$ cat src/rtl/subsystem_led_pkg.sv
// Shared types for the multi-channel LED subsystem: FSM states, channel modes, width helper.
package subsystem_led_pkg;

    typedef enum logic [1:0] {
        ST_TEST_ALL  = 2'd0,
        ST_TEST_EACH = 2'd1,
        ST_RUN       = 2'd2
    } led_state_t;

    typedef enum logic [1:0] {
        MODE_DIRECT  = 2'b00,
        MODE_SLOW    = 2'b01,
        MODE_FAST    = 2'b10,
        MODE_STRETCH = 2'b11
    } led_mode_t;

    // Bits needed to hold values 0..n-1 (at least one bit).
    function automatic int unsigned cnt_width(input int unsigned n);
        return (n > 1) ? $clog2(n) : 1;
    endfunction

endpackage

$ cat src/rtl/led_channel.sv
// One LED channel: mode selection, blink gating and pulse stretching.
module led_channel
    import subsystem_led_pkg::*;
#(
    parameter int unsigned STRETCH = 8
)
(
    input  logic       clk,
    input  logic       rst,
    input  logic       i_led_in,
    input  logic [1:0] i_mode,
    input  logic       i_slow_phase,
    input  logic       i_fast_phase,
    output logic       o_active_c
);

    localparam int unsigned CW = cnt_width(STRETCH + 1);

    logic          r_prev;
    logic [CW-1:0] r_cnt;
    logic [CW-1:0] w_cnt_next;
    logic          w_rise;

    assign w_rise = i_led_in & ~r_prev;

    // Stretch counter: reload on a rising edge, otherwise count down to zero and hold.
    always_comb begin
        w_cnt_next = r_cnt;
        if (w_rise) begin
            w_cnt_next = CW'(STRETCH);
        end else if (r_cnt != '0) begin
            w_cnt_next = r_cnt - CW'(1);
        end
    end

    // Edge sampler and stretch counter run in every mode and every FSM state.
    always_ff @(posedge clk) begin
        if (rst) begin
            r_prev <= 1'b0;
            r_cnt  <= '0;
        end else begin
            r_prev <= i_led_in;
            r_cnt  <= w_cnt_next;
        end
    end

    // Mode-dependent activity; stretch uses the post-update count so a
    // single-cycle pulse lasts exactly STRETCH cycles.
    always_comb begin
        o_active_c = 1'b0;
        case (i_mode)
            MODE_DIRECT:  o_active_c = i_led_in;
            MODE_SLOW:    o_active_c = i_led_in & i_slow_phase;
            MODE_FAST:    o_active_c = i_led_in & i_fast_phase;
            MODE_STRETCH: o_active_c = i_led_in | (w_cnt_next != '0);
            default:      o_active_c = 1'b0;
        endcase
    end

endmodule

$ cat src/rtl/subsystem_led_multi.sv
// Multi-channel LED driver: power-on self-test sequence, blink/PWM timebases, per-channel gating.
module subsystem_led_multi
    import subsystem_led_pkg::*;
#(
    parameter int unsigned CLK_FREQ    = 125000000,
    parameter int unsigned NUM_LED     = 4,
    parameter int unsigned INVERTED    = 0,
    parameter int unsigned STEP_DIV    = 4,
    parameter int unsigned STRETCH_DIV = 20,
    parameter int unsigned PWM_BITS    = 4
)
(
    input  logic                  clk,
    input  logic                  rst,
    input  logic [NUM_LED-1:0]    led_in,
    input  logic [2*NUM_LED-1:0]  led_mode,
    input  logic [PWM_BITS-1:0]   brightness,
    input  logic                  test_req,
    output logic [NUM_LED-1:0]    led_out,
    output logic                  ready
);

    localparam int unsigned STEP      = CLK_FREQ / STEP_DIV;
    localparam int unsigned STRETCH   = CLK_FREQ / STRETCH_DIV;
    localparam int unsigned SLOW_HALF = CLK_FREQ / 2;
    localparam int unsigned FAST_HALF = CLK_FREQ / 8;
    localparam int unsigned STEP_W    = cnt_width(STEP);
    localparam int unsigned CH_W      = cnt_width(NUM_LED);
    localparam int unsigned SLOW_W    = cnt_width(SLOW_HALF);
    localparam int unsigned FAST_W    = cnt_width(FAST_HALF);

    localparam logic [STEP_W-1:0] STEP_LAST = STEP_W'(STEP - 1);
    localparam logic [CH_W-1:0]   CH_LAST   = CH_W'(NUM_LED - 1);
    localparam logic [SLOW_W-1:0] SLOW_LAST = SLOW_W'(SLOW_HALF - 1);
    localparam logic [FAST_W-1:0] FAST_LAST = FAST_W'(FAST_HALF - 1);
    localparam logic              POL       = (INVERTED != 0);

    led_state_t          r_state;
    logic [STEP_W-1:0]   r_step;
    logic [CH_W-1:0]     r_ch;
    logic [SLOW_W-1:0]   r_slow_cnt;
    logic [FAST_W-1:0]   r_fast_cnt;
    logic                r_slow_ph;
    logic                r_fast_ph;
    logic [PWM_BITS-1:0] r_pwm;
    logic [NUM_LED-1:0]  w_active;
    logic [NUM_LED-1:0]  w_on;
    logic                w_pwm_pass;

    // Per-channel mode, blink and stretch logic.
    for (genvar n = 0; n < NUM_LED; n++) begin : g_ch
        led_channel #(
            .STRETCH (STRETCH)
        ) u_ch (
            .clk          (clk),
            .rst          (rst),
            .i_led_in     (led_in[n]),
            .i_mode       (led_mode[2*n +: 2]),
            .i_slow_phase (r_slow_ph),
            .i_fast_phase (r_fast_ph),
            .o_active_c   (w_active[n])
        );
    end

    // Free-running blink phases and PWM counter, independent of the FSM.
    always_ff @(posedge clk) begin
        if (rst) begin
            r_slow_cnt <= '0;
            r_fast_cnt <= '0;
            r_slow_ph  <= 1'b0;
            r_fast_ph  <= 1'b0;
            r_pwm      <= '0;
        end else begin
            r_pwm <= r_pwm + PWM_BITS'(1);
            if (r_slow_cnt == SLOW_LAST) begin
                r_slow_cnt <= '0;
                r_slow_ph  <= ~r_slow_ph;
            end else begin
                r_slow_cnt <= r_slow_cnt + SLOW_W'(1);
            end
            if (r_fast_cnt == FAST_LAST) begin
                r_fast_cnt <= '0;
                r_fast_ph  <= ~r_fast_ph;
            end else begin
                r_fast_cnt <= r_fast_cnt + FAST_W'(1);
            end
        end
    end

    // Full brightness passes activity untouched; zero brightness never passes.
    assign w_pwm_pass = (brightness == '1) || (r_pwm < brightness);

    // Self-test states force full-on drive; RUN uses gated channel activity.
    always_comb begin
        w_on = '0;
        case (r_state)
            ST_TEST_ALL:  w_on = '1;
            ST_TEST_EACH: w_on = NUM_LED'(1) << r_ch;
            ST_RUN:       w_on = w_pwm_pass ? w_active : '0;
            default:      w_on = '0;
        endcase
    end

    // Sequencer FSM with registered pad drive and ready.
    always_ff @(posedge clk) begin
        if (rst) begin
            r_state <= ST_TEST_ALL;
            r_step  <= '0;
            r_ch    <= '0;
            led_out <= {NUM_LED{POL}};
            ready   <= 1'b0;
        end else begin
            led_out <= w_on ^ {NUM_LED{POL}};
            ready   <= (r_state == ST_RUN);
            case (r_state)
                ST_TEST_ALL: begin
                    if (r_step == STEP_LAST) begin
                        r_state <= ST_TEST_EACH;
                        r_step  <= '0;
                        r_ch    <= '0;
                    end else begin
                        r_step <= r_step + STEP_W'(1);
                    end
                end
                ST_TEST_EACH: begin
                    if (r_step == STEP_LAST) begin
                        r_step <= '0;
                        if (r_ch == CH_LAST) begin
                            r_state <= ST_RUN;
                            r_ch    <= '0;
                        end else begin
                            r_ch <= r_ch + CH_W'(1);
                        end
                    end else begin
                        r_step <= r_step + STEP_W'(1);
                    end
                end
                ST_RUN: begin
                    if (test_req) begin
                        r_state <= ST_TEST_ALL;
                        r_step  <= '0;
                        r_ch    <= '0;
                    end
                end
                default: begin
                    r_state <= ST_TEST_ALL;
                    r_step  <= '0;
                    r_ch    <= '0;
                end
            endcase
        end
    end

endmodule

$ cat config.mk
export PLATFORM = sky130hd
export DESIGN_NAME = subsystem_led_multi
export DESIGN_NICKNAME = d
export VERILOG_FILES = /design/src/rtl/subsystem_led_pkg.sv /design/src/rtl/led_channel.sv /design/src/rtl/subsystem_led_multi.sv
export SDC_FILE = /design/constraint.sdc
export NUM_CORES = 1
export LEC_CHECK = 0
export CORE_MARGIN = 2
export CORE_UTILIZATION = 60
export DETAILED_ROUTE_END_ITERATION = 8
export PLACE_DENSITY = 0.84
export SYNTH_ARGS = -nofsm -noshare
export SYNTH_HDL_FRONTEND = slang
export SYNTH_HIERARCHICAL = 1
export SYNTH_SLANG_ARGS = --single-unit
$ cat constraint.sdc
create_clock -name clk -period 3.9 [get_ports clk]
set_input_delay 0.78 -clock clk [delete_from_list [all_inputs] [get_ports clk]]
set_output_delay 0.78 -clock clk [all_outputs]
set_load 0.01 [all_outputs]
Word-level counts from Yosys, hierarchy flattened. Index checks and enable logic that the tools add are counted.

Output and inout bits: 5. Logic and storage cells: 119. Register bits: 186.

Reductions and logical operators: 19. Shifts and indexed selects: 1. $lt $le $gt $ge: 1. Add/subtract/negate cells: 9. Bitwise logic cells: 22. Equal/unequal tests: 23. Multiplexer cells: 26.

Operators with widths (number): $mux W23 (8); $reduce_bool A23 Y1 (8); $sub A23 B1 Y23 const B (4); $mux W25 (2); $pmux W25 S2 (1); $add A26 B1 Y26 const B (1); $eq A26 B26 Y1 const B (1); $add A25 B1 Y25 const B (1); $eq A25 B25 Y1 const B (1); $add A24 B1 Y24 const B (1); $eq A24 B24 Y1 const B (1); $eq A2 B2 Y1 const B (10); $pmux W1 S4 (4); $mux W2 (7); $and A1 B1 Y1 (12); $pmux W2 S3 (2); $pmux W4 S3 (1); $eq A2 B1 Y1 const B (5); $logic_not A2 Y1 (5); $ne A2 B2 Y1 const B (4); $not A1 Y1 (6); $reduce_or A2 Y1 (3); $add A4 B1 Y4 const B (1); $eq A4 B4 Y1 const B (1); 8 further kinds (11).

Logic depth before layout (Yosys ltp).
Depth in word-level cells: 8. Depth in mapped cells: 12.

By module. Netlist, hierarchy kept.

Modules (own cells, without submodules): led_channel (sequential area each 480.5 µm², area each 1522.7 µm², times used 4, cells an instance 187); subsystem_led_multi (sequential area each 1801.7 µm², area each 4344.2 µm², times used 1, cells an instance 520).

Worst setup path before layout. Ideal clock, no wire load.

Path kind: reg-to-reg. From: reg g_ch[0].u_ch.r_cnt[9]. To: reg led_out[0]. Buffers on the path: 0. Data required time: 3.776 ns. Arrival: 2.744 ns. Slack: 1.032 ns. Stages on the path, launching flop included: 10. Cells stage by stage: dfxtp_1 > or3_4 > or4_4 > a2111oi_0 > xor2_1 > or4_1 > nor4_1 > a31oi_1 > a31oi_1 > o21ai_0.

Longest elaborated chain between the ends: 8.

Ends and longest elaborated chain: from (decl) (line led_channel.sv:20) `logic [CW-1:0] r_cnt;`; from (signal assigned) (line led_channel.sv:43) `r_cnt <= w_cnt_next;`; $sub A23 B1 Y23 or $reduce_bool A23 Y1 (tied branches) (line led_channel.sv:32, led_channel.sv:31); $mux W23 (*) (line led_channel.sv:31) `end else if (r_cnt != '0) begin`; $mux W23 (*) (line led_channel.sv:29) `if (w_rise) begin`; $reduce_bool A23 Y1 (*) (line led_channel.sv:55) `MODE_STRETCH: o_active_c = i_led_in | (w_cnt_next != '0);`; $or A1 B1 Y1 (*) (line led_channel.sv:55); $pmux W1 S4 (*) (line led_channel.sv:51) `case (i_mode)`; via w_active[0] (line subsystem_led_multi.sv:46) `logic [NUM_LED-1:0] w_active;`; $mux W4 (*) (line subsystem_led_multi.sv:99) `ST_RUN: w_on = w_pwm_pass ? w_active : '0;`; $pmux W4 S3 (*) (line subsystem_led_multi.sv:96) `case (r_state)`; to (signal assigned) (line subsystem_led_multi.sv:110) `led_out <= {NUM_LED{POL}};`; to (signal assigned) (line subsystem_led_multi.sv:113) `led_out <= w_on ^ {NUM_LED{POL}};`; to (decl) (line subsystem_led_multi.sv:19) `output logic [NUM_LED-1:0] led_out,`.

The timed path passes the listed nets; every way through them passes the cells marked *. A chain may end at the register's enable or synchronous reset.

Worst setup path in the final report.
From: reg g_ch[2].u_ch.r_cnt[0]. To: reg led_out[2].

Longest elaborated chain between the ends: 8.

Ends and longest elaborated chain (line): from (decl) (led_channel.sv:20); from (signal assigned) (led_channel.sv:43); $sub A23 B1 Y23 or $reduce_bool A23 Y1 (tied branches) (led_channel.sv:32, led_channel.sv:31); $mux W23 (*) (led_channel.sv:31); $mux W23 (*) (led_channel.sv:29); $reduce_bool A23 Y1 (*) (led_channel.sv:55); $or A1 B1 Y1 (*) (led_channel.sv:55); $pmux W1 S4 (*) (led_channel.sv:51); via w_active[2] (subsystem_led_multi.sv:46); $mux W4 (*) (subsystem_led_multi.sv:99); $pmux W4 S3 (*) (subsystem_led_multi.sv:96).

Marks and branches as above.

==> run metrics <==
Die Y-Extent 136 µm; Critical Path AT 3.62 ns; wire per inst 15.7 µm; Placement Setup Slack 0.683 ns; fraction of layout cells with a size suffix above 1 8.15%; Crit. path cell count 11; DP Wirelength 16.6 mm; vias per inst 6.10; asr flop ratio synth 0%; Overflow after GRT 0; post-synth top area share 35.7%; clock transition at the registers of the reported paths 0.07 ns; Post-Synth XOR/XNOR Area 8.31%; core area 17200 µm²; Area Overhead vs Synth 9.23%; Worst R2R Path Depth 11; initial core utilization 60.8%; post-synthesis average cell area 8.23 µm²; fin crit period 3.31 ns; Num Clock Sinks 186; clk_lat worst skew 0.43 ns; crit-path max FO 7; P per Cell Area 444 nW/µm²; initial antenna violation count 0; register bit count reported by yosys 186; clk root buf clkbuf_16; RSZ-0062 raised after global routing no; top cells by area, synth dfxtp_1 (36%), nor2_1 (6.5%), xor2_1 (5.1%); cell repeated most along the worst path a31oi_1; fmax 0.302 GHz; global-route wire length before repair 39.1 mm; largest net degree at the start of global routing 33; Setup crit start kind register; Syn Inst Count 1268; GPL Wtd Cong 0.962; First DRT Iteration DRCs 831; filler instances 1438; CTS resizes 0; Slew @ Worst Pin 0.860 ns; count leader, synth dfxtp_1; Netlist cell types 62; Power Total 5.06 mW; Synth Area in Compound Gates 12.3%; Post-Syn Area 10400 µm²; TNS Setup 0 ns; largest family of logic cells by synthesized area simple AND/OR/NAND/NOR gates; mux cell area share after synthesis 0.911%; reg2reg setup slack 0.59 ns; Worst path max stage delay 0.69 ns; final period utilization 84.8%; CTS Hold Bufs 0; row count 48; list of most frequent post-synthesis cells dfxtp_1 (186), nor2_1 (181), nand2_1 (98); critical path class reg -> reg; Slew Limit Fails 0; Setup WS post-layout 0.594 ns; Synth Area in Adders 3.72%; sequential area share after synthesis 35.7%; status completed; Req. time, crit path 4.21 ns; Worst Clk Skew 0.00861 ns; largest area contributor in the netlist dfxtp_1; crit-path leading delay family simple AND/OR/NAND/NOR gates; # DRC 0; synth warn 6; CTS Buffer Depth 2; Bufs and invs on worst path 1; CP Capture Type register; vias in the first global route 8442; maximum vdd drop 335 µV; buffers added on ports 23; EDFF count, synth 0; LEAKAGE 4.20 nW; TritonCTS clock tree yes; Routed Antenna Nets 0; DR vias 9228; final setup violation count 0; full die area 18500 µm²; Synth Flop Type dfxtp_1; H-tree depth 4; drt total wl 23.7 mm; worst hold stages 1; Max-cap violations 0; Inserted Clock Buffers 17; Max-slew headroom 42.4%; HP Class reg -> reg; Die X 136 µm; boundary pin count 24; critical path's slowest cell or4_1; final layout net count 1326; setup bufs post-CTS 0; endpoints failing hold 0; Post-Synth Simple-Gate Area 35.4%; antenna cells 0; Syn Nets 1318; all-layer global routing usage 25.8%; drt first pass iters 7; CP Cell Sequence inv_1 -> ha_1 -> nor2b_1 -> nand3_2 -> or4_1 -> a21o_1 -> or4b_1 -> nor4_1 -> a31oi_1 -> a31oi_1 -> o21ai_0
report_power, final:
part / switching [mW] / internal, mW
Sequential: 0.178 / 2.03
Combinational: 0.602 / 0.435
Clock: 0.741 / 1.08
logic make-up after synthesis:
kind of cell | Yosys count
buffers and inverters | 83
AO/OA/AOI/OAI | 199
flip-flops | 186
adder cells (fa/ha/maj) | 31
XOR/XNOR | 99
AND/OR/NAND/NOR | 661
multiplexers | 9
area by class of cell:
cell class                 count  area [µm²]  area share (%)
multi-input combinational    999        6330            55.5
sequential                   186        3720            32.7
clock buffer                  23         488            4.28
timing repair buffer          31         285            2.50
tap                          225         282            2.47
inverter                      41         154            1.35
clock inverter                 9         136            1.20
registers in the layout, summed over array words and instances (netlist names):
| name | count |
|---|---|
| r_pwm | 4 |
| ready | 1 |
| r_state | 2 |
| led_out | 4 |
| r_ch | 2 |
| r_slow_ph | 1 |
| r_fast_cnt | 24 |
| r_slow_cnt | 26 |
| r_fast_ph | 1 |
| g_ch.u_ch/r_cnt | 92 |
| r_step | 25 |
| g_ch.u_ch/r_prev | 4 |
per-stage QoR:
stage	utilization, %	hold WS [ns]	cells	area [µm²]
global route	66.4	0.493	1514	11400
finish	66.4	0.461	1514	11400
CTS	66.4	0.466	1514	11400
global placement	62.7	0.439	1482	10800
floorplan	-	0.425	1268	10400
detailed placement	62.7	0.450	1482	10800
layout by cell type (no fill, tap or decap), drive strengths merged, types with 23 or more instances in the layout:
master and instances:
xor2 61, nand3 46, inv 42, nand2 98
nor2b 42, a31oi 24, nor3 66, xnor2 38
ha 31, nor4 51, a21oi 56, nand4 40
clkbuf 23, o21ai 33, nor2 181, dfxtp 186
layer usage:
metal / wire length [µm] / vias up / GRT usage, %
met5: 0 / - / 0
met4: 481 / 0 / 10.2
met3: 1180 / 45 / 3.99
met2: 11300 / 285 / 42.7
met1: 10800 / 4330 / 33.8
li1: - / 4568 / -
worst paths after layout:
path	from	endpoint
max	g_ch[2].u_ch/r_cnt[0]	led_out[2]
min	r_fast_cnt[0]	r_fast_cnt[0]
max reg2reg	g_ch[2].u_ch/r_cnt[0]	led_out[2]
min reg2reg	r_fast_cnt[0]	r_fast_cnt[0]
Power figures use the tool's default switching activity.
